### src/rtl/dram_cmd_scheduler_pkg.sv
`default_nettype none
// ============================================================================
// Module   : global_defs (package)
// Brief    : Shared types, address-map fields and default DRAM timings for
//            the DDR4 command scheduler.
// Revision : 1.0
// ============================================================================
package global_defs;

    typedef enum logic [1:0] {
        READ   = 2'd0,
        WRITE  = 2'd1,
        IFETCH = 2'd2
    } parsed_op_t;

    typedef enum logic [1:0] {
        PRE = 2'd0,
        ACT = 2'd1,
        RD  = 2'd2,
        WR  = 2'd3
    } dram_cmd_t;

    typedef logic [2:0] sched_state_t;
    localparam sched_state_t c_st_idle      = 3'd0;
    localparam sched_state_t c_st_pre       = 3'd1;
    localparam sched_state_t c_st_wait_rp   = 3'd2;
    localparam sched_state_t c_st_act       = 3'd3;
    localparam sched_state_t c_st_wait_rcd  = 3'd4;
    localparam sched_state_t c_st_rw        = 3'd5;
    localparam sched_state_t c_st_wait_data = 3'd6;
    localparam sched_state_t c_st_done      = 3'd7;

    localparam int c_bg_lsb     = 6;
    localparam int c_bg_msb     = 7;
    localparam int c_bank_lsb   = 8;
    localparam int c_bank_msb   = 9;
    localparam int c_col_lo_lsb = 3;
    localparam int c_col_lo_msb = 5;
    localparam int c_col_hi_lsb = 10;
    localparam int c_col_hi_msb = 17;
    localparam int c_row_lsb    = 18;
    localparam int c_row_msb    = 31;

    localparam int c_def_t_rp    = 24;
    localparam int c_def_t_rcd   = 24;
    localparam int c_def_t_cl    = 24;
    localparam int c_def_t_cwl   = 20;
    localparam int c_def_t_burst = 4;

    function automatic int max2(input int a, input int b);
        return (a > b) ? a : b;
    endfunction

endpackage
`default_nettype wire

### src/rtl/dram_cmd_scheduler_if.sv
`default_nettype none
// ============================================================================
// Module   : dram_cmd_scheduler_if
// Brief    : Parser-side request handshake and DRAM command output bundle.
// Revision : 1.0
// ============================================================================
interface dram_cmd_scheduler_if
    import global_defs::*;
#(
    parameter int ADDRESS_WIDTH = 32,
    parameter int QUEUE_DEPTH   = 16
) ();

    logic                           op_ready_s;
    parsed_op_t                     opcode;
    logic [ADDRESS_WIDTH-1:0]       address;
    logic                           queue_full;
    logic [$clog2(QUEUE_DEPTH):0]   queue_count;
    logic                           cmd_valid;
    dram_cmd_t                      cmd;
    logic [1:0]                     cmd_bg;
    logic [1:0]                     cmd_bank;
    logic [13:0]                    cmd_row;
    logic [10:0]                    cmd_col;
    logic                           req_done;

    modport master (
        output op_ready_s, opcode, address,
        input  queue_full, queue_count, cmd_valid, cmd, cmd_bg, cmd_bank,
               cmd_row, cmd_col, req_done
    );

    modport slave (
        input  op_ready_s, opcode, address,
        output queue_full, queue_count, cmd_valid, cmd, cmd_bg, cmd_bank,
               cmd_row, cmd_col, req_done
    );

endinterface
`default_nettype wire

### src/rtl/dram_cmd_scheduler_req_queue.sv
`default_nettype none
// ============================================================================
// Module   : req_queue
// Brief    : Power-of-two FIFO holding {opcode, address} requests.
// Revision : 1.0
// ============================================================================
module req_queue #(
    parameter int WIDTH = 34,
    parameter int DEPTH = 16
) (
    input  wire logic                     clk,
    input  wire logic                     rst,
    input  wire logic                     push,
    input  wire logic                     pop,
    input  wire logic [WIDTH-1:0]         din,
    output logic      [WIDTH-1:0]         dout,
    output logic                          full,
    output logic                          empty,
    output logic      [$clog2(DEPTH):0]   count
);

    localparam int c_aw = $clog2(DEPTH);

    logic [WIDTH-1:0] r_mem [DEPTH];
    logic [c_aw-1:0]  r_wr_ptr;
    logic [c_aw-1:0]  r_rd_ptr;
    logic [c_aw:0]    r_count;
    logic             w_do_push;
    logic             w_do_pop;

    assign full      = (r_count == (c_aw+1)'(DEPTH));
    assign empty     = (r_count == '0);
    assign count     = r_count;
    assign dout      = r_mem[r_rd_ptr];
    assign w_do_push = push && !full;
    assign w_do_pop  = pop && !empty;

    always_ff @(posedge clk or posedge rst) begin
        if (rst) begin
            r_wr_ptr <= '0;
            r_rd_ptr <= '0;
            r_count  <= '0;
        end else begin
            if (w_do_push) r_wr_ptr <= r_wr_ptr + c_aw'(1);
            if (w_do_pop)  r_rd_ptr <= r_rd_ptr + c_aw'(1);
            case ({w_do_push, w_do_pop})
                2'b10:   r_count <= r_count + (c_aw+1)'(1);
                2'b01:   r_count <= r_count - (c_aw+1)'(1);
                default: r_count <= r_count;
            endcase
        end
    end

    always_ff @(posedge clk) begin
        if (w_do_push) r_mem[r_wr_ptr] <= din;
    end

endmodule
`default_nettype wire

### src/rtl/dram_cmd_scheduler.sv
`default_nettype none
// ============================================================================
// Module   : dram_cmd_scheduler
// Brief    : In-order open-page DDR4 PRE/ACT/RD/WR sequencer with request
//            queue. Define SCHED_TRACE_EN to print every issued command.
// Revision : 1.0
// ============================================================================
module dram_cmd_scheduler
    import global_defs::*;
#(
    parameter int ADDRESS_WIDTH = 32,
    parameter int QUEUE_DEPTH   = 16,
    parameter int T_RP          = c_def_t_rp,
    parameter int T_RCD         = c_def_t_rcd,
    parameter int T_CL          = c_def_t_cl,
    parameter int T_CWL         = c_def_t_cwl,
    parameter int T_BURST       = c_def_t_burst
) (
    input  wire logic           clk,
    input  wire logic           rst,
    dram_cmd_scheduler_if.slave bus
);

    localparam int c_cnt_max = max2(max2(T_CL, T_CWL) + T_BURST, max2(T_RP, T_RCD));
    localparam int c_cnt_w   = $clog2(c_cnt_max + 1);
    localparam int c_qcnt_w  = $clog2(QUEUE_DEPTH) + 1;
    localparam int c_ent_w   = ADDRESS_WIDTH + 2;
    // Wait counters are loaded with T-2: one cycle for the wait state entry
    // and one for the registered command output.
    localparam logic [c_cnt_w-1:0] c_ld_rp  = c_cnt_w'(T_RP - 2);
    localparam logic [c_cnt_w-1:0] c_ld_rcd = c_cnt_w'(T_RCD - 2);
    localparam logic [c_cnt_w-1:0] c_ld_rd  = c_cnt_w'(T_CL + T_BURST - 2);
    localparam logic [c_cnt_w-1:0] c_ld_wr  = c_cnt_w'(T_CWL + T_BURST - 2);

    logic                     w_push, w_pop, w_full, w_empty;
    logic [c_ent_w-1:0]       w_push_data, w_head;
    logic [c_qcnt_w-1:0]      w_count;
    logic [ADDRESS_WIDTH-1:0] w_head_addr;
    logic                     w_head_wr;
    logic [3:0]               w_head_idx;
    logic [13:0]              w_head_row;
    logic [10:0]              w_head_col;
    logic                     w_unused_addr;

    sched_state_t             r_state, w_state_next;
    logic [c_cnt_w-1:0]       r_cnt, w_cnt_next;
    logic                     w_latch, w_bank_close, w_bank_open;
    logic                     w_cmd_valid_next, w_req_done_next;
    dram_cmd_t                w_cmd_next;

    logic [3:0]               r_cur_idx;
    logic [13:0]              r_cur_row;
    logic [10:0]              r_cur_col;
    logic                     r_cur_wr;
    logic [15:0]              r_bank_open;
    logic [15:0][13:0]        r_bank_row;

    logic                     r_cmd_valid, r_req_done;
    dram_cmd_t                r_cmd;
    logic [1:0]               r_cmd_bg, r_cmd_bank;
    logic [13:0]              r_cmd_row;
    logic [10:0]              r_cmd_col;

    assign w_push      = bus.op_ready_s && !w_full;
    assign w_push_data = {bus.opcode, bus.address};

    req_queue #(
        .WIDTH (c_ent_w),
        .DEPTH (QUEUE_DEPTH)
    ) u_req_queue (
        .clk   (clk),
        .rst   (rst),
        .push  (w_push),
        .pop   (w_pop),
        .din   (w_push_data),
        .dout  (w_head),
        .full  (w_full),
        .empty (w_empty),
        .count (w_count)
    );

    assign w_head_addr   = w_head[ADDRESS_WIDTH-1:0];
    assign w_head_wr     = (w_head[c_ent_w-1 -: 2] == WRITE);
    assign w_head_idx    = {w_head_addr[c_bg_msb:c_bg_lsb], w_head_addr[c_bank_msb:c_bank_lsb]};
    assign w_head_row    = w_head_addr[c_row_msb:c_row_lsb];
    assign w_head_col    = {w_head_addr[c_col_hi_msb:c_col_hi_lsb], w_head_addr[c_col_lo_msb:c_col_lo_lsb]};
    assign w_unused_addr = ^w_head_addr[2:0];

    always_ff @(posedge clk or posedge rst) begin
        if (rst) begin
            r_state <= c_st_idle;
            r_cnt   <= '0;
        end else begin
            r_state <= w_state_next;
            r_cnt   <= w_cnt_next;
        end
    end

    always_comb begin
        w_state_next     = r_state;
        w_cnt_next       = r_cnt;
        w_latch          = 1'b0;
        w_bank_close     = 1'b0;
        w_bank_open      = 1'b0;
        w_cmd_valid_next = 1'b0;
        w_cmd_next       = r_cmd;
        w_req_done_next  = 1'b0;
        w_pop            = 1'b0;
        case (r_state)
            c_st_idle: begin
                if (!w_empty) begin
                    w_latch = 1'b1;
                    if (!r_bank_open[w_head_idx])
                        w_state_next = c_st_act;
                    else if (r_bank_row[w_head_idx] == w_head_row)
                        w_state_next = c_st_rw;
                    else
                        w_state_next = c_st_pre;
                end
            end
            c_st_pre: begin
                w_cmd_valid_next = 1'b1;
                w_cmd_next       = PRE;
                w_bank_close     = 1'b1;
                w_cnt_next       = c_ld_rp;
                w_state_next     = c_st_wait_rp;
            end
            c_st_wait_rp: begin
                if (r_cnt == '0) w_state_next = c_st_act;
                else             w_cnt_next   = r_cnt - c_cnt_w'(1);
            end
            c_st_act: begin
                w_cmd_valid_next = 1'b1;
                w_cmd_next       = ACT;
                w_bank_open      = 1'b1;
                w_cnt_next       = c_ld_rcd;
                w_state_next     = c_st_wait_rcd;
            end
            c_st_wait_rcd: begin
                if (r_cnt == '0) w_state_next = c_st_rw;
                else             w_cnt_next   = r_cnt - c_cnt_w'(1);
            end
            c_st_rw: begin
                w_cmd_valid_next = 1'b1;
                w_cmd_next       = r_cur_wr ? WR : RD;
                w_cnt_next       = r_cur_wr ? c_ld_wr : c_ld_rd;
                w_state_next     = c_st_wait_data;
            end
            c_st_wait_data: begin
                if (r_cnt == '0) w_state_next = c_st_done;
                else             w_cnt_next   = r_cnt - c_cnt_w'(1);
            end
            c_st_done: begin
                w_req_done_next = 1'b1;
                w_pop           = 1'b1;
                w_state_next    = c_st_idle;
            end
            default: w_state_next = c_st_idle;
        endcase
    end

    always_ff @(posedge clk or posedge rst) begin
        if (rst) begin
            r_cur_idx   <= '0;
            r_cur_row   <= '0;
            r_cur_col   <= '0;
            r_cur_wr    <= 1'b0;
            r_bank_open <= '0;
            r_bank_row  <= '0;
        end else begin
            if (w_latch) begin
                r_cur_idx <= w_head_idx;
                r_cur_row <= w_head_row;
                r_cur_col <= w_head_col;
                r_cur_wr  <= w_head_wr;
            end
            if (w_bank_close) r_bank_open[r_cur_idx] <= 1'b0;
            if (w_bank_open) begin
                r_bank_open[r_cur_idx] <= 1'b1;
                r_bank_row[r_cur_idx]  <= r_cur_row;
            end
        end
    end

    // Command fields only change with a strobe so they hold between commands.
    always_ff @(posedge clk or posedge rst) begin
        if (rst) begin
            r_cmd_valid <= 1'b0;
            r_req_done  <= 1'b0;
            r_cmd       <= PRE;
            r_cmd_bg    <= '0;
            r_cmd_bank  <= '0;
            r_cmd_row   <= '0;
            r_cmd_col   <= '0;
        end else begin
            r_cmd_valid <= w_cmd_valid_next;
            r_req_done  <= w_req_done_next;
            if (w_cmd_valid_next) begin
                r_cmd      <= w_cmd_next;
                r_cmd_bg   <= r_cur_idx[3:2];
                r_cmd_bank <= r_cur_idx[1:0];
                if (w_cmd_next == ACT)                     r_cmd_row <= r_cur_row;
                if ((w_cmd_next == RD) || (w_cmd_next == WR)) r_cmd_col <= r_cur_col;
            end
        end
    end

    assign bus.queue_full  = w_full;
    assign bus.queue_count = w_count;
    assign bus.cmd_valid   = r_cmd_valid;
    assign bus.cmd         = r_cmd;
    assign bus.cmd_bg      = r_cmd_bg;
    assign bus.cmd_bank    = r_cmd_bank;
    assign bus.cmd_row     = r_cmd_row;
    assign bus.cmd_col     = r_cmd_col;
    assign bus.req_done    = r_req_done;

`ifdef SCHED_TRACE_EN
    logic [63:0] r_cycle_cnt;

    always_ff @(posedge clk or posedge rst) begin
        if (rst) r_cycle_cnt <= '0;
        else     r_cycle_cnt <= r_cycle_cnt + 64'd1;
    end

    always_ff @(posedge clk) begin
        if (r_cmd_valid) begin
            if (r_cmd == ACT)
                $display("%0d %s bg=%0h bank=%0h row=%0h", r_cycle_cnt, r_cmd.name(),
                         r_cmd_bg, r_cmd_bank, r_cmd_row);
            else
                $display("%0d %s bg=%0h bank=%0h col=%0h", r_cycle_cnt, r_cmd.name(),
                         r_cmd_bg, r_cmd_bank, r_cmd_col);
        end
    end
`endif

endmodule
`default_nettype wire

### src/flat_wrapper.sv
// flat-port wrapper written by rule: the top's interface ports become plain ports
module dram_cmd_scheduler_flat import global_defs::*;
#(
    parameter int ADDRESS_WIDTH = 32,
    parameter int QUEUE_DEPTH   = 16,
    parameter int T_RP          = c_def_t_rp,
    parameter int T_RCD         = c_def_t_rcd,
    parameter int T_CL          = c_def_t_cl,
    parameter int T_CWL         = c_def_t_cwl,
    parameter int T_BURST       = c_def_t_burst
)
  (clk, rst, bus_op_ready_s, bus_opcode, bus_address, bus_queue_full, bus_queue_count, bus_cmd_valid, bus_cmd, bus_cmd_bg, bus_cmd_bank, bus_cmd_row, bus_cmd_col, bus_req_done);
  dram_cmd_scheduler_if #(.ADDRESS_WIDTH(ADDRESS_WIDTH), .QUEUE_DEPTH(QUEUE_DEPTH)) bus_i ();
  input  wire logic clk;
  input  wire logic rst;
  input wire logic [$bits(bus_i.op_ready_s)-1:0] bus_op_ready_s;
  input wire logic [$bits(bus_i.opcode)-1:0] bus_opcode;
  input wire logic [$bits(bus_i.address)-1:0] bus_address;
  output wire logic [$bits(bus_i.queue_full)-1:0] bus_queue_full;
  output wire logic [$bits(bus_i.queue_count)-1:0] bus_queue_count;
  output wire logic [$bits(bus_i.cmd_valid)-1:0] bus_cmd_valid;
  output wire logic [$bits(bus_i.cmd)-1:0] bus_cmd;
  output wire logic [$bits(bus_i.cmd_bg)-1:0] bus_cmd_bg;
  output wire logic [$bits(bus_i.cmd_bank)-1:0] bus_cmd_bank;
  output wire logic [$bits(bus_i.cmd_row)-1:0] bus_cmd_row;
  output wire logic [$bits(bus_i.cmd_col)-1:0] bus_cmd_col;
  output wire logic [$bits(bus_i.req_done)-1:0] bus_req_done;
  assign bus_i.op_ready_s = bus_op_ready_s;
  assign bus_i.opcode = bus_opcode;
  assign bus_i.address = bus_address;
  assign bus_queue_full = bus_i.queue_full;
  assign bus_queue_count = bus_i.queue_count;
  assign bus_cmd_valid = bus_i.cmd_valid;
  assign bus_cmd = bus_i.cmd;
  assign bus_cmd_bg = bus_i.cmd_bg;
  assign bus_cmd_bank = bus_i.cmd_bank;
  assign bus_cmd_row = bus_i.cmd_row;
  assign bus_cmd_col = bus_i.cmd_col;
  assign bus_req_done = bus_i.req_done;
  dram_cmd_scheduler #(.ADDRESS_WIDTH(ADDRESS_WIDTH), .QUEUE_DEPTH(QUEUE_DEPTH), .T_RP(T_RP), .T_RCD(T_RCD), .T_CL(T_CL), .T_CWL(T_CWL), .T_BURST(T_BURST)) u_core (.clk(clk), .rst(rst), .bus(bus_i));
endmodule
### config.mk
export PLATFORM = sky130hd
export DESIGN_NAME = dram_cmd_scheduler_flat
export DESIGN_NICKNAME = d
export VERILOG_FILES = /design/src/rtl/dram_cmd_scheduler_pkg.sv /design/src/rtl/dram_cmd_scheduler_if.sv /design/src/rtl/dram_cmd_scheduler_req_queue.sv /design/src/rtl/dram_cmd_scheduler.sv /design/src/flat_wrapper.sv
export SDC_FILE = /design/constraint.sdc
export NUM_CORES = 1
export LEC_CHECK = 0
export BUFFER_PORTS_ARGS = -buffer_cell sky130_fd_sc_hd__buf_2
export CAP_MARGIN = 20
export CORE_MARGIN = 3
export CORE_UTILIZATION = 50
export CTS_BUF_LIST = sky130_fd_sc_hd__clkbuf_8
export DETAILED_ROUTE_END_ITERATION = 10
export HOLD_SLACK_MARGIN = 0.1
export PLACE_DENSITY = 0.66
export RECOVER_POWER = 50
export SETUP_SLACK_MARGIN = 0.4
export SLEW_MARGIN = 10
export SYNTH_ARGS = -nofsm -noshare
export SYNTH_HDL_FRONTEND = slang
export SYNTH_HIERARCHICAL = 1
export SYNTH_SLANG_ARGS = --single-unit
### constraint.sdc
create_clock -name clk -period 12.3 [get_ports clk]
set_clock_uncertainty 0.2 [all_clocks]
set_input_delay 2.46 -clock clk [delete_from_list [all_inputs] [get_ports clk]]
set_output_delay 2.46 -clock clk [all_outputs]
set_load 0.005 [all_outputs]
==> results of run 1 <==
## worst paths after layout
| path | startpoint | cells past startpoint | end | slack [ns] |
|---|---|---|---|---|
| setup / recovery | u_core/u_req_queue/r_rd_ptr[0]$_DFFE_PP0P_ | 15 | u_core/r_state[2]$_DFFE_PP0P_ | 6.17 |
| setup reg to reg | u_core/u_req_queue/r_rd_ptr[0]$_DFFE_PP0P_ | 15 | u_core/r_state[2]$_DFFE_PP0P_ | 6.17 |
| max in group asynchronous | rst | 3 | u_core/r_bank_row[82]$_DFFE_PP0P_ | 6.26 |
| hold reg to reg | u_core/r_bank_row[179]$_DFFE_PP0P_ | 1 | u_core/r_bank_row[179]$_DFFE_PP0P_ | 0.30 |
| min in group asynchronous | rst | 2 | u_core/u_req_queue/r_wr_ptr[0]$_DFFE_PP0P_ | 1.51 |
| hold / removal | u_core/r_bank_row[179]$_DFFE_PP0P_ | 1 | u_core/r_bank_row[179]$_DFFE_PP0P_ | 0.30 |
## report_power, final
group	total [W]	internal, W	leakage, nW	switching, W
combinational	0.00209	0.000972	4.47	0.00112
sequential	0.00371	0.00334	8.77	0.000364
clock	0.00228	0.00118	1.55	0.00111
total	0.00808	0.00549	14.8	0.00259
## cells in the final DEF (no fill, tap or decap), types with 3 or more instances in the layout
master / n
sky130_fd_sc_hd__mux4_1: 15
sky130_fd_sc_hd__nor2b_1: 8
sky130_fd_sc_hd__xor2_1: 13
sky130_fd_sc_hd__clkinv_8: 4
sky130_fd_sc_hd__clkinv_1: 11
sky130_fd_sc_hd__nor3_1: 5
sky130_fd_sc_hd__clkbuf_8: 155
sky130_fd_sc_hd__ha_1: 10
sky130_fd_sc_hd__nor4_1: 3
sky130_fd_sc_hd__nor3_2: 4
sky130_fd_sc_hd__xnor2_1: 20
sky130_fd_sc_hd__clkbuf_1: 48
sky130_fd_sc_hd__nor2_1: 22
sky130_fd_sc_hd__nand2b_1: 11
sky130_fd_sc_hd__a221oi_1: 33
sky130_fd_sc_hd__clkinv_2: 8
sky130_fd_sc_hd__or3_1: 5
sky130_fd_sc_hd__buf_4: 37
sky130_fd_sc_hd__a22oi_1: 32
sky130_fd_sc_hd__inv_6: 3
sky130_fd_sc_hd__o21ai_0: 96
sky130_fd_sc_hd__inv_12: 6
sky130_fd_sc_hd__mux2i_1: 120
sky130_fd_sc_hd__buf_2: 40
sky130_fd_sc_hd__edfxtp_1: 496
sky130_fd_sc_hd__nand2_1: 64
sky130_fd_sc_hd__diode_2: 7
sky130_fd_sc_hd__o22ai_1: 4
sky130_fd_sc_hd__mux2_2: 314
sky130_fd_sc_hd__a21oi_1: 43
sky130_fd_sc_hd__mux4_2: 108
sky130_fd_sc_hd__nand3_1: 9
sky130_fd_sc_hd__dfrtp_1: 321
sky130_fd_sc_hd__inv_1: 75
sky130_fd_sc_hd__nor2_4: 12
## per-layer routing
metal	wire length (um)	part of all wire [%]
met1	34100	44
met2	37300	48
met3	4900	6.3
met4	2020	2.6
met5	27	0.034
## state kept, by name (all words and copies together) (netlist names), named ones only
| register | cells |
|---|---|
| u_core/bus.cmd_bank | 2 |
| u_core/r_state | 3 |
| u_core/bus.cmd | 2 |
| u_core/r_bank_open | 15 |
| u_core/u_req_queue/r_mem | 496 |
| u_core/u_req_queue/r_rd_ptr | 4 |
| u_core/bus.cmd_row | 14 |
| u_core/bus.req_done | 1 |
| u_core/bus.cmd_valid | 1 |
| u_core/bus.cmd_bg | 2 |
| u_core/r_cur_idx | 4 |
| u_core/bus.cmd_col | 11 |
| u_core/r_cur_row | 14 |
| u_core/u_req_queue/count | 5 |
| u_core/r_cnt | 5 |
| u_core/r_bank_row | 224 |
| u_core/r_cur_col | 11 |
| u_core/r_cur_wr | 1 |
| u_core/u_req_queue/r_wr_ptr | 4 |
## worst reg2reg max path, cell delays in order, from the launching register on
cell	delay, ns
sky130_fd_sc_hd__dfrtp_4	1.03
sky130_fd_sc_hd__buf_12	0.60
sky130_fd_sc_hd__buf_4	0.93
sky130_fd_sc_hd__mux2_2	0.34
sky130_fd_sc_hd__o21ai_0	0.08
sky130_fd_sc_hd__a21oi_1	0.23
sky130_fd_sc_hd__o21ai_0	0.13
sky130_fd_sc_hd__nand2_2	0.13
sky130_fd_sc_hd__buf_4	0.59
sky130_fd_sc_hd__mux4_2	0.62
sky130_fd_sc_hd__nor2b_1	0.15
sky130_fd_sc_hd__a21oi_1	0.19
sky130_fd_sc_hd__xnor2_1	0.17
sky130_fd_sc_hd__nor4_1	0.29
sky130_fd_sc_hd__o2111ai_1	0.17
sky130_fd_sc_hd__o311ai_2	0.24
## layout make-up
class,instances,area (um^2)
diodes,7,17.5
clock buffers,155,2130
clock inverters,91,507
fillers,5086,28700
inverters,20,76.3
multi-input cells,984,10300
flip-flops and latches,820,23000
well taps,864,1080
repair buffers,126,678
## through the flow
step                      instance area, um^2  instances  util, %
after floorplan                         33900       1953        -
after global routing                    37800       3064     56.8
after global placement                  35200       2812     53.0
after CTS                               37900       3060     57.0
after detailed placement                35300       2814     53.1
final                                   37800       3067     56.8
==> run summary, run 1 <==
Floorplan
• area of the die: 71,000 um^2
• I/O Pins: 76
• vertical extent of the die: 266 um
• initial standard-cell utilization of the core: 51.0%
• standard cell core area: 66,500 um^2
• die boundary width: 266 um
• number of placement rows: 94

Global routing
• gr busiest metal: met2
• vias in the first global route: 19,100
• met1 demand-to-capacity share in global routing: 31.0%
• total overflow reported by the global router: 0
• Overall Global Routing Usage: 22.6%
• maximum number of pins on one net before global-route repair: 104
• met3 routing resource usage after global routing: 5.66%
• global-route wire length before repair: 119,000 um
• met2 usage in global routing: 35.8%
• number of antenna violations at the first check in global routing: 9

Routing
• vias per cell: 5.93
• number of DRC markers in iteration 0: 1,720
• DRC violations left: 0
• wire length per cell after detailed routing: 25.6 um
• count of TritonRoute iterations in the first routing pass: 5
• vias: 18,200
• detailed-route wire length: 78,400 um
• final antenna-violating net count: 0

Worst setup path
• type of element capturing the critical path: register
• kind of cell adding the most delay to the critical path: buffers and inverters
• critical path launch point type: register
• count of buffering cells on the critical path with inverters included: 3
• highest net fanout along the worst path: 90
• maximum cell stage delay along the critical path: 1.03 ns
• Worst Path Class, Setup: reg2reg
• list of cells traversed by the critical path: buf_12 -> buf_4 -> mux2_2 -> o21ai_0 -> a21oi_1 -> o21ai_0 -> nand2_2 -> buf_4 -> mux4_2 -> nor2b_1 -> a21oi_1 -> xnor2_1 -> nor4_1 -> o2111ai_1 -> o311ai_2
• CP max-delay cell: sky130_fd_sc_hd__dfrtp_4
• CP required: 12.78 ns
• CP Data Arrival Time: 6.62 ns

Clock tree
• insertion delay to the later sink of the worst-skew pair: 0.81 ns
• hold buffer count at CTS: 0
• number of post-CTS setup repair buffers: 0
• clock-pin slew on the worst setup and hold paths: 0.06 ns
• maximum clock insertion buffer count: 3
• cts bufs inserted: 137
• CTS tree: done
• Clock Sink Count: 820
• CTS H-tree depth: 4
• number of gates given a new drive strength after cts: 0
• root buf cell: sky130_fd_sc_hd__clkbuf_8

Timing
• Final Critical Period: 6.13 ns
• RSZ-0062 raised after global routing: false
• Worst Slack Setup Final: 6.17 ns
• share of the clock period used by the worst path: 49.9%
• slew at the pin closest to its max-slew limit: 5.07 ns
• sum of negative setup slack: 0 ns
• timing-limited maximum frequency: 0.163 GHz
• final number of setup-violating endpoints: 0
• headroom to the max-slew limit: -240%
• final-report hold violation count: 0
• smallest hold slack: 0.296 ns
• count of final max-slew check failures: 202

Place
• half-perimeter wire length after detailed placement: 43,300 um
• final weighted congestion in routability-driven placement: 0.776
• Buffers on Ports: 72
• Place WS: 6.14 ns

Pwr
• total design power: 0.00808 W
• power per cell area: 214 nW/um^2
• worst supply voltage drop on vdd: 0.136 mV
• P_leak: 14.8 nW

Logic synthesis
• average instance area after synthesis: 17.4 um^2
• synthesized netlist net count: 2,001
• cells after synthesis: 1,953
• YS warnings: 6
• Cell Area, Synth: 33,900 um^2

Finish
• area growth from synthesis to layout: 11.3%
• Final Net Count: 2,137
• fraction of final layout cells with drive strength greater than 1: 32.3%

Status
• violations in the final reports: max-capacitance violations, max-slew violations
• status: finished with violations

Flow run
• max-cap violations: 7

Hold path
• min-delay worst type: reg2reg

No activity file was read; power rests on OpenSTA's default activity.
==> run 2: changes to the inputs <==
==> constraint.sdc (replaced) <==
create_clock -name clk -period 6.09 [get_ports clk]
set_clock_uncertainty 0.2 [all_clocks]
set_input_delay 1.218 -clock clk [delete_from_list [all_inputs] [get_ports clk]]
set_output_delay 1.218 -clock clk [all_outputs]
set_load 0.005 [all_outputs]
==> run summary, run 2 (same netlist as run 1, synthesis figures left out) <==
Routing
• final antenna-violating net count: 0, unchanged
• vias per cell: 5.91, -0.40%
• vias: 18,200, -0.24%
• count of TritonRoute iterations in the first routing pass: 6, +1
• number of DRC markers in iteration 0: 1,328, -23%
• wire length per cell after detailed routing: 25.1 um, -2.0%
• DRC violations left: 0, unchanged
• detailed-route wire length: 77,000 um, -1.9%

Worst setup path
• critical path launch point type: register
• type of element capturing the critical path: register
• count of buffering cells on the critical path with inverters included: 1, -2
• internal reg-to-reg setup slack: 1.26 ns, -4.91 ns
• list of cells traversed by the critical path: nand2b_1 -> o21ai_0 -> a21oi_1 -> o21ai_0 -> nand2_4 -> buf_4 -> mux4_1 -> mux2i_1 -> xor2_1 -> nand2_1 -> a21oi_1 -> o2111ai_1 -> o311ai_2
• Worst Path Class, Setup: reg2reg
• worst reg2reg startpoint: u_core/u_req_queue/r_rd_ptr[1]$_DFFE_PP0P_
• worst-case reg-to-reg path depth: 13, -2
• CP Data Arrival Time: 5.30 ns, -1.32 ns
• kind of cell adding the most delay to the critical path: simple AND/OR/NAND/NOR gates
• maximum cell stage delay along the critical path: 0.74 ns, -0.29 ns
• highest net fanout along the worst path: 22, -76%
• CP max-delay cell: sky130_fd_sc_hd__dfrtp_2
• r2r endpoint: u_core/r_state[2]$_DFFE_PP0P_
• CP required: 6.56 ns, -6.22 ns

Global routing
• global-route wire length before repair: 118,000 um, -0.94%
• maximum number of pins on one net before global-route repair: 177, +70%
• number of antenna violations at the first check in global routing: 8, -1
• vias in the first global route: 19,100, -0.021%
• total overflow reported by the global router: 0, unchanged
• Overall Global Routing Usage: 22.4%, -0.27 points

Timing
• RSZ-0062 raised after global routing: false
• Final Critical Period: 4.83 ns, -1.30 ns
• final number of setup-violating endpoints: 0, unchanged
• headroom to the max-slew limit: -105%, +140 points
• timing-limited maximum frequency: 0.207 GHz, +27%
• sum of negative setup slack: 0 ns, unchanged
• count of final max-slew check failures: 71, -65%
• slew at the pin closest to its max-slew limit: 3.07 ns, -2.00 ns
• share of the clock period used by the worst path: 79.3%, +29 points
• final-report hold violation count: 0, unchanged

Clock tree
• root buf cell: sky130_fd_sc_hd__clkbuf_8
• cts bufs inserted: 136, -0.73%
• clock-pin slew on the worst setup and hold paths: 0.06 ns, about the same
• Clock Sink Count: 820, unchanged
• CTS tree: done
• number of post-CTS setup repair buffers: 0, unchanged
• CTS H-tree depth: 4, unchanged
• hold buffer count at CTS: 0, unchanged
• maximum clock insertion buffer count: 3, unchanged
• number of gates given a new drive strength after cts: 0, unchanged
• insertion delay to the later sink of the worst-skew pair: 0.78 ns, -0.03 ns

Status
• status: finished with violations
• violations in the final reports: max-capacitance violations, max-slew violations

Pwr
• part of the total power dissipated in the clock network: 27.6%, -0.6 points
• internal power of the cells: 0.0111 W, +100%
• power per cell area: 430 nW/um^2, +100%
• relative contribution of combinational cells to total power: 26.7%, +0.8 points
• worst supply voltage drop on vdd: 0.245 mV, +80%
• net switching component of the power: 0.00519 W, +100%
• switch share: 31.9%, -0.17 points
• P_leak: 14.9 nW, +0.61%
• relative contribution of sequential cells to total power: 45.7%, -0.2 points

Finish
• fraction of final layout cells with drive strength greater than 1: 33.0%, +0.70 points
• leading cell types in the layout, fill and taps excluded: sky130_fd_sc_hd__edfxtp_1 (496), sky130_fd_sc_hd__dfrtp_1 (321), sky130_fd_sc_hd__mux2_2 (314)
• Final Net Count: 2,141, +0.19%
• largest registers in the final layout: u_core/u_req_queue/r_mem (496), u_core/r_bank_row (224), u_core/r_bank_open (15)
• final design utilization: 57.0%, +0.15 points
• number of flip-flops in the largest register: 496, unchanged
• area of the multi-input gates: 10,300 um^2, +0.20%
• filler cell count in the final layout: 5,057, -0.57%
• commonest non-fill, non-tap cell in the layout: sky130_fd_sc_hd__edfxtp_1
• area growth from synthesis to layout: 11.6%
• most flop-heavy register: u_core/u_req_queue/r_mem
• Storage cell area: 23,000 um^2, about the same

Hold path
• min-delay worst type: reg2reg
• worst min-delay path startpoint: u_core/r_bank_row[79]$_DFFE_PP0P_
• depth of the worst hold-timing path: 1, unchanged
• end point of the worst hold path: u_core/r_bank_row[79]$_DFFE_PP0P_

Floorplan
• I/O Pins: 76, unchanged
• die boundary width: 266 um, unchanged
• number of placement rows: 94, unchanged
• area of the die: 71,000 um^2, unchanged
• initial standard-cell utilization of the core: 51.0%, unchanged
• standard cell core area: 66,500 um^2, unchanged
• vertical extent of the die: 266 um, unchanged

Place
• half-perimeter wire length after detailed placement: 44,100 um, +1.9%
• Buffers on Ports: 72, unchanged
• final weighted congestion in routability-driven placement: 0.784, +1.0%

Flow run
• max-cap violations: 2, -5

## run 2: cell count changes in the layout (fill, tap and decap cells not counted), sizes merged, moves of 3 or more
cell | before | now
diode | 7 | 4
inv | 85 | 89
clkbuf | 203 | 186
buf | 78 | 96
## run 2: worst max-delay path by stage
stage	startpoint	end	depth (start not counted)
6_report	u_core/u_req_queue/r_rd_ptr[1]$_DFFE_PP0P_	u_core/r_state[2]$_DFFE_PP0P_	13
5_1_grt	u_core/u_req_queue/r_rd_ptr[1]$_DFFE_PP0P_	u_core/r_state[2]$_DFFE_PP0P_	13
4_1_cts	u_core/u_req_queue/r_rd_ptr[1]$_DFFE_PP0P_	u_core/r_state[2]$_DFFE_PP0P_	12
3_5_place_dp	u_core/u_req_queue/r_rd_ptr[1]$_DFFE_PP0P_	u_core/r_state[2]$_DFFE_PP0P_	12
3_3_place_gp	u_core/u_req_queue/r_rd_ptr[1]$_DFFE_PP0P_	u_core/r_state[2]$_DFFE_PP0P_	12
2_1_floorplan	rst	async pin	1
## run 2: area by class of cell
| class | instances | share of cell area (%) |
|---|---|---|
| diodes | 4 | 0.0264 |
| clock buffers | 151 | 5.49 |
| clock inverters | 98 | 1.26 |
| inverters | 20 | 0.202 |
| multi-input cells | 984 | 27.2 |
| flip-flops and latches | 820 | 60.8 |
| well taps | 864 | 2.85 |
| repair buffers | 131 | 2.24 |
## run 2: metrics by stage
stage               hold WS [ns]  setup slack (ns)  std cells  area (um^2)  power (W)
floorplan                  0.261             0.531       1953        33900     0.0106
global placement           0.280              1.34       2814        35300     0.0118
CTS                        0.299              1.27       3065        37800     0.0165
finish                     0.296              1.26       3072        37900     0.0163
detailed placement         0.287              1.29       2816        35300     0.0119
global route               0.310             0.932       3071        37900     0.0172
## run 2: layer usage
| metal | up-vias | wire length [um] | GRT usage (%) |
|---|---|---|---|
| li1 | 7907 | - | - |
| met1 | 9563 | 32700 | 30.3 |
| met2 | 546 | 37700 | 35.9 |
| met3 | 128 | 4570 | 4.66 |
| met4 | 8 | 1930 | 8.80 |
| met5 | - | 59 | 0 |
## run 2: power by group through the flow
stage | Sequential (W) | Combinational [W] | Clock [W]
floorplan | 0.00716 | 0.00343 | 0
global placement | 0.00750 | 0.00428 | 0
detailed placement | 0.00755 | 0.00436 | 0
CTS | 0.00745 | 0.00438 | 0.00462
global route | 0.00756 | 0.00469 | 0.00490
finish | 0.00745 | 0.00434 | 0.00450
## run 2: worst reg2reg max path, cell delays in order, from the launching register on
cell and delay (ns):
sky130_fd_sc_hd__dfrtp_2 0.74, sky130_fd_sc_hd__nand2b_1 0.57, sky130_fd_sc_hd__o21ai_0 0.18, sky130_fd_sc_hd__a21oi_1 0.21, sky130_fd_sc_hd__o21ai_0 0.16, sky130_fd_sc_hd__nand2_4 0.49, sky130_fd_sc_hd__buf_4 0.44, sky130_fd_sc_hd__mux4_1 0.62
sky130_fd_sc_hd__mux2i_1 0.18, sky130_fd_sc_hd__xor2_1 0.31, sky130_fd_sc_hd__nand2_1 0.12, sky130_fd_sc_hd__a21oi_1 0.13, sky130_fd_sc_hd__o2111ai_1 0.13, sky130_fd_sc_hd__o311ai_2 0.24
==> run 3: changes to the inputs <==
--- a/config.mk
+++ b/config.mk
@@ -12,7 +12,7 @@
 export CTS_BUF_LIST = sky130_fd_sc_hd__clkbuf_8
 export DETAILED_ROUTE_END_ITERATION = 10
 export HOLD_SLACK_MARGIN = 0.1
-export PLACE_DENSITY = 0.66
+export PLACE_DENSITY = 0.68
 export RECOVER_POWER = 50
 export SETUP_SLACK_MARGIN = 0.4
 export SLEW_MARGIN = 10
==> constraint.sdc (replaced) <==
create_clock -name clk -period 4.1 [get_ports clk]
set_clock_uncertainty 0.2 [all_clocks]
set_input_delay 0.82 -clock clk [delete_from_list [all_inputs] [get_ports clk]]
set_output_delay 0.82 -clock clk [all_outputs]
set_load 0.005 [all_outputs]
==> run summary, run 3 (same netlist as run 1, synthesis figures left out) <==
Timing
• count of final max-slew check failures: 151, +110%
• final number of setup-violating endpoints: 0, unchanged
• Worst Slack Setup Final: 0.264 ns, -0.996 ns
• share of the clock period used by the worst path: 93.6%, +14 points
• Final Critical Period: 3.84 ns, -0.994 ns
• slew at the pin closest to its max-slew limit: 1.78 ns, -1.29 ns
• timing-limited maximum frequency: 0.261 GHz, +26%
• headroom to the max-slew limit: -18.5%, +86 points
• final-report hold violation count: 0, unchanged
• RSZ-0062 raised after global routing: true

Finish
• commonest non-fill, non-tap cell in the layout: sky130_fd_sc_hd__edfxtp_1
• area of the multi-input gates: 10,500 um^2, +1.7%
• fraction of final layout cells with drive strength greater than 1: 36.4%, +3.4 points
• Storage cell area: 23,000 um^2, unchanged
• most flop-heavy register: u_core/u_req_queue/r_mem
• final design utilization: 58.1%, +1.1 points
• filler cell count in the final layout: 4,970, -1.7%
• leading cell types in the layout, fill and taps excluded: sky130_fd_sc_hd__edfxtp_1 (496), sky130_fd_sc_hd__dfrtp_1 (321), sky130_fd_sc_hd__mux2_2 (314)
• area growth from synthesis to layout: 13.9%
• largest registers in the final layout: u_core/u_req_queue/r_mem (496), u_core/r_bank_row (224), u_core/r_bank_open (15)
• number of flip-flops in the largest register: 496, unchanged
• Final Net Count: 2,220, +3.7%

Routing
• vias: 18,500, +2.1%
• count of TritonRoute iterations in the first routing pass: 5, -1
• final antenna-violating net count: 0, unchanged
• DRC violations left: 0, unchanged
• number of DRC markers in iteration 0: 1,369, +3.1%
• detailed-route wire length: 79,500 um, +3.3%
• vias per cell: 5.92, +0.27%
• wire length per cell after detailed routing: 25.4 um, +1.4%

Worst setup path
• list of cells traversed by the critical path: buf_4 -> buf_12 -> mux4_2 -> a22oi_2 -> nand2_4 -> buf_12 -> buf_4 -> buf_12 -> mux4_2 -> mux4_2 -> and3_1 -> o2111ai_2 -> o311ai_2
• CP Data Arrival Time: 4.20 ns, -1.10 ns
• highest net fanout along the worst path: 16, -27%
• Worst Path Class, Setup: reg2reg
• critical path launch point type: register
• CP required: 4.47 ns, -2.09 ns
• CP max-delay cell: sky130_fd_sc_hd__mux4_2
• maximum cell stage delay along the critical path: 0.55 ns, -0.19 ns
• kind of cell adding the most delay to the critical path: multiplexers
• count of buffering cells on the critical path with inverters included: 5, +4
• type of element capturing the critical path: register

Floorplan
• initial standard-cell utilization of the core: 51.0%, unchanged
• area of the die: 71,000 um^2, unchanged
• number of placement rows: 94, unchanged
• vertical extent of the die: 266 um, unchanged
• die boundary width: 266 um, unchanged
• standard cell core area: 66,500 um^2, unchanged
• I/O Pins: 76, unchanged

Clock tree
• CTS tree: done
• clock-pin slew on the worst setup and hold paths: 0.06 ns, about the same
• Clock Sink Count: 820, unchanged
• cts bufs inserted: 135, -0.74%
• insertion delay to the later sink of the worst-skew pair: 0.78 ns, about the same
• root buf cell: sky130_fd_sc_hd__clkbuf_8
• maximum clock insertion buffer count: 3, unchanged
• CTS H-tree depth: 4, unchanged

Pwr
• power per cell area: 647 nW/um^2, +50%
• worst supply voltage drop on vdd: 0.353 mV, +44%
• P_leak: 15.2 nW, +1.9%

Flow run
• max-cap violations: 3, +1

Place
• Place WS: 0.0481 ns, -1.24 ns
• Buffers on Ports: 72, unchanged
• final weighted congestion in routability-driven placement: 0.799, +1.9%
• half-perimeter wire length after detailed placement: 46,500 um, +5.5%

Global routing
• global-route wire length before repair: 119,000 um, +1.3%
• total overflow reported by the global router: 0, unchanged
• maximum number of pins on one net before global-route repair: 92, -48%
• vias in the first global route: 19,300, +1.1%
• Overall Global Routing Usage: 22.7%, +0.29 points
• number of antenna violations at the first check in global routing: 7, -1

Status
• status: finished with violations
• violations in the final reports: max-capacitance violations, max-slew violations

Hold path
• min-delay worst type: reg2reg

run 3: cell count changes in the layout (fill, tap and decap cells not counted), moves of 6 or more:
cell,before,now
sky130_fd_sc_hd__buf_4,50,105
sky130_fd_sc_hd__inv_1,79,66
sky130_fd_sc_hd__buf_12,3,15
sky130_fd_sc_hd__clkbuf_8,151,144
sky130_fd_sc_hd__mux2i_1,120,113
sky130_fd_sc_hd__buf_6,0,6
run 3: repair_timing:
action,in CTS,in global routing
buffers inserted,24,15
cloned,1,1
endpoints found under the setup margin,1,2
hold buffers,1,0
resized for setup,24,29
pin swaps,8,14
hold endpoints to repair,36,0
run 3: final timing paths:
kind / startpoint / end / slack, ns / cells after the start
worst max-delay path: u_core/u_req_queue/r_rd_ptr[0]$_DFFE_PP0P_ / u_core/r_state[2]$_DFFE_PP0P_ / 0.26 / 13
worst min-delay path: u_core/r_bank_row[189]$_DFFE_PP0P_ / u_core/r_bank_row[189]$_DFFE_PP0P_ / 0.30 / 1
worst max register to register: u_core/u_req_queue/r_rd_ptr[0]$_DFFE_PP0P_ / u_core/r_state[2]$_DFFE_PP0P_ / 0.26 / 13
worst min register to register: u_core/r_bank_row[189]$_DFFE_PP0P_ / u_core/r_bank_row[189]$_DFFE_PP0P_ / 0.30 / 1
max in group asynchronous: rst / u_core/bus.cmd_bank[0]$_DFFE_PP0P_ / 0.84 / 4
min in group asynchronous: rst / u_core/u_req_queue/count[1]$_DFFE_PP0P_ / 0.51 / 3
run 3: through the flow:
stage | TNS, ns | hold slack [ns] | total power [W] | cells | area, um^2
after floorplan | -329.94 | 0.261 | 0.0157 | 1953 | 33900
after global placement | 0 | 0.280 | 0.0178 | 2855 | 35700
after detailed placement | 0 | 0.287 | 0.0181 | 2857 | 35800
after CTS | 0 | 0.144 | 0.0249 | 3110 | 38500
after global routing | 0 | 0.303 | 0.0262 | 3128 | 38600
final | 0 | 0.297 | 0.0250 | 3129 | 38600
run 3: layout make-up:
cell class              instances  area share, %
well taps                     864           2.80
flip-flops and latches        820           59.6
clock inverters                83           1.03
diodes                          3         0.0194
clock buffers                 144           5.13
repair buffers                211           4.17
multi-input cells             984           27.1
inverters                      20          0.198
run 3: metal layers:
| metal | global-route usage, % | vias up | wire length, um |
|---|---|---|---|
| met5 | 0 | - | 27 |
| met4 | 8.14 | 4 | 1950 |
| met3 | 3.99 | 145 | 4030 |
| met2 | 39.2 | 520 | 41000 |
| met1 | 29.0 | 9834 | 32400 |
| li1 | - | 8036 | - |
run 3: where the power goes:
group | internal [W] | leakage (nW) | total [W] | switching, W
Sequential | 0.0100 | 8.77 | 0.0109 | 0.000891
Clock | 0.00324 | 1.39 | 0.00641 | 0.00317
Combinational | 0.00369 | 5.01 | 0.00764 | 0.00395
Total | 0.0170 | 15.2 | 0.0250 | 0.00802
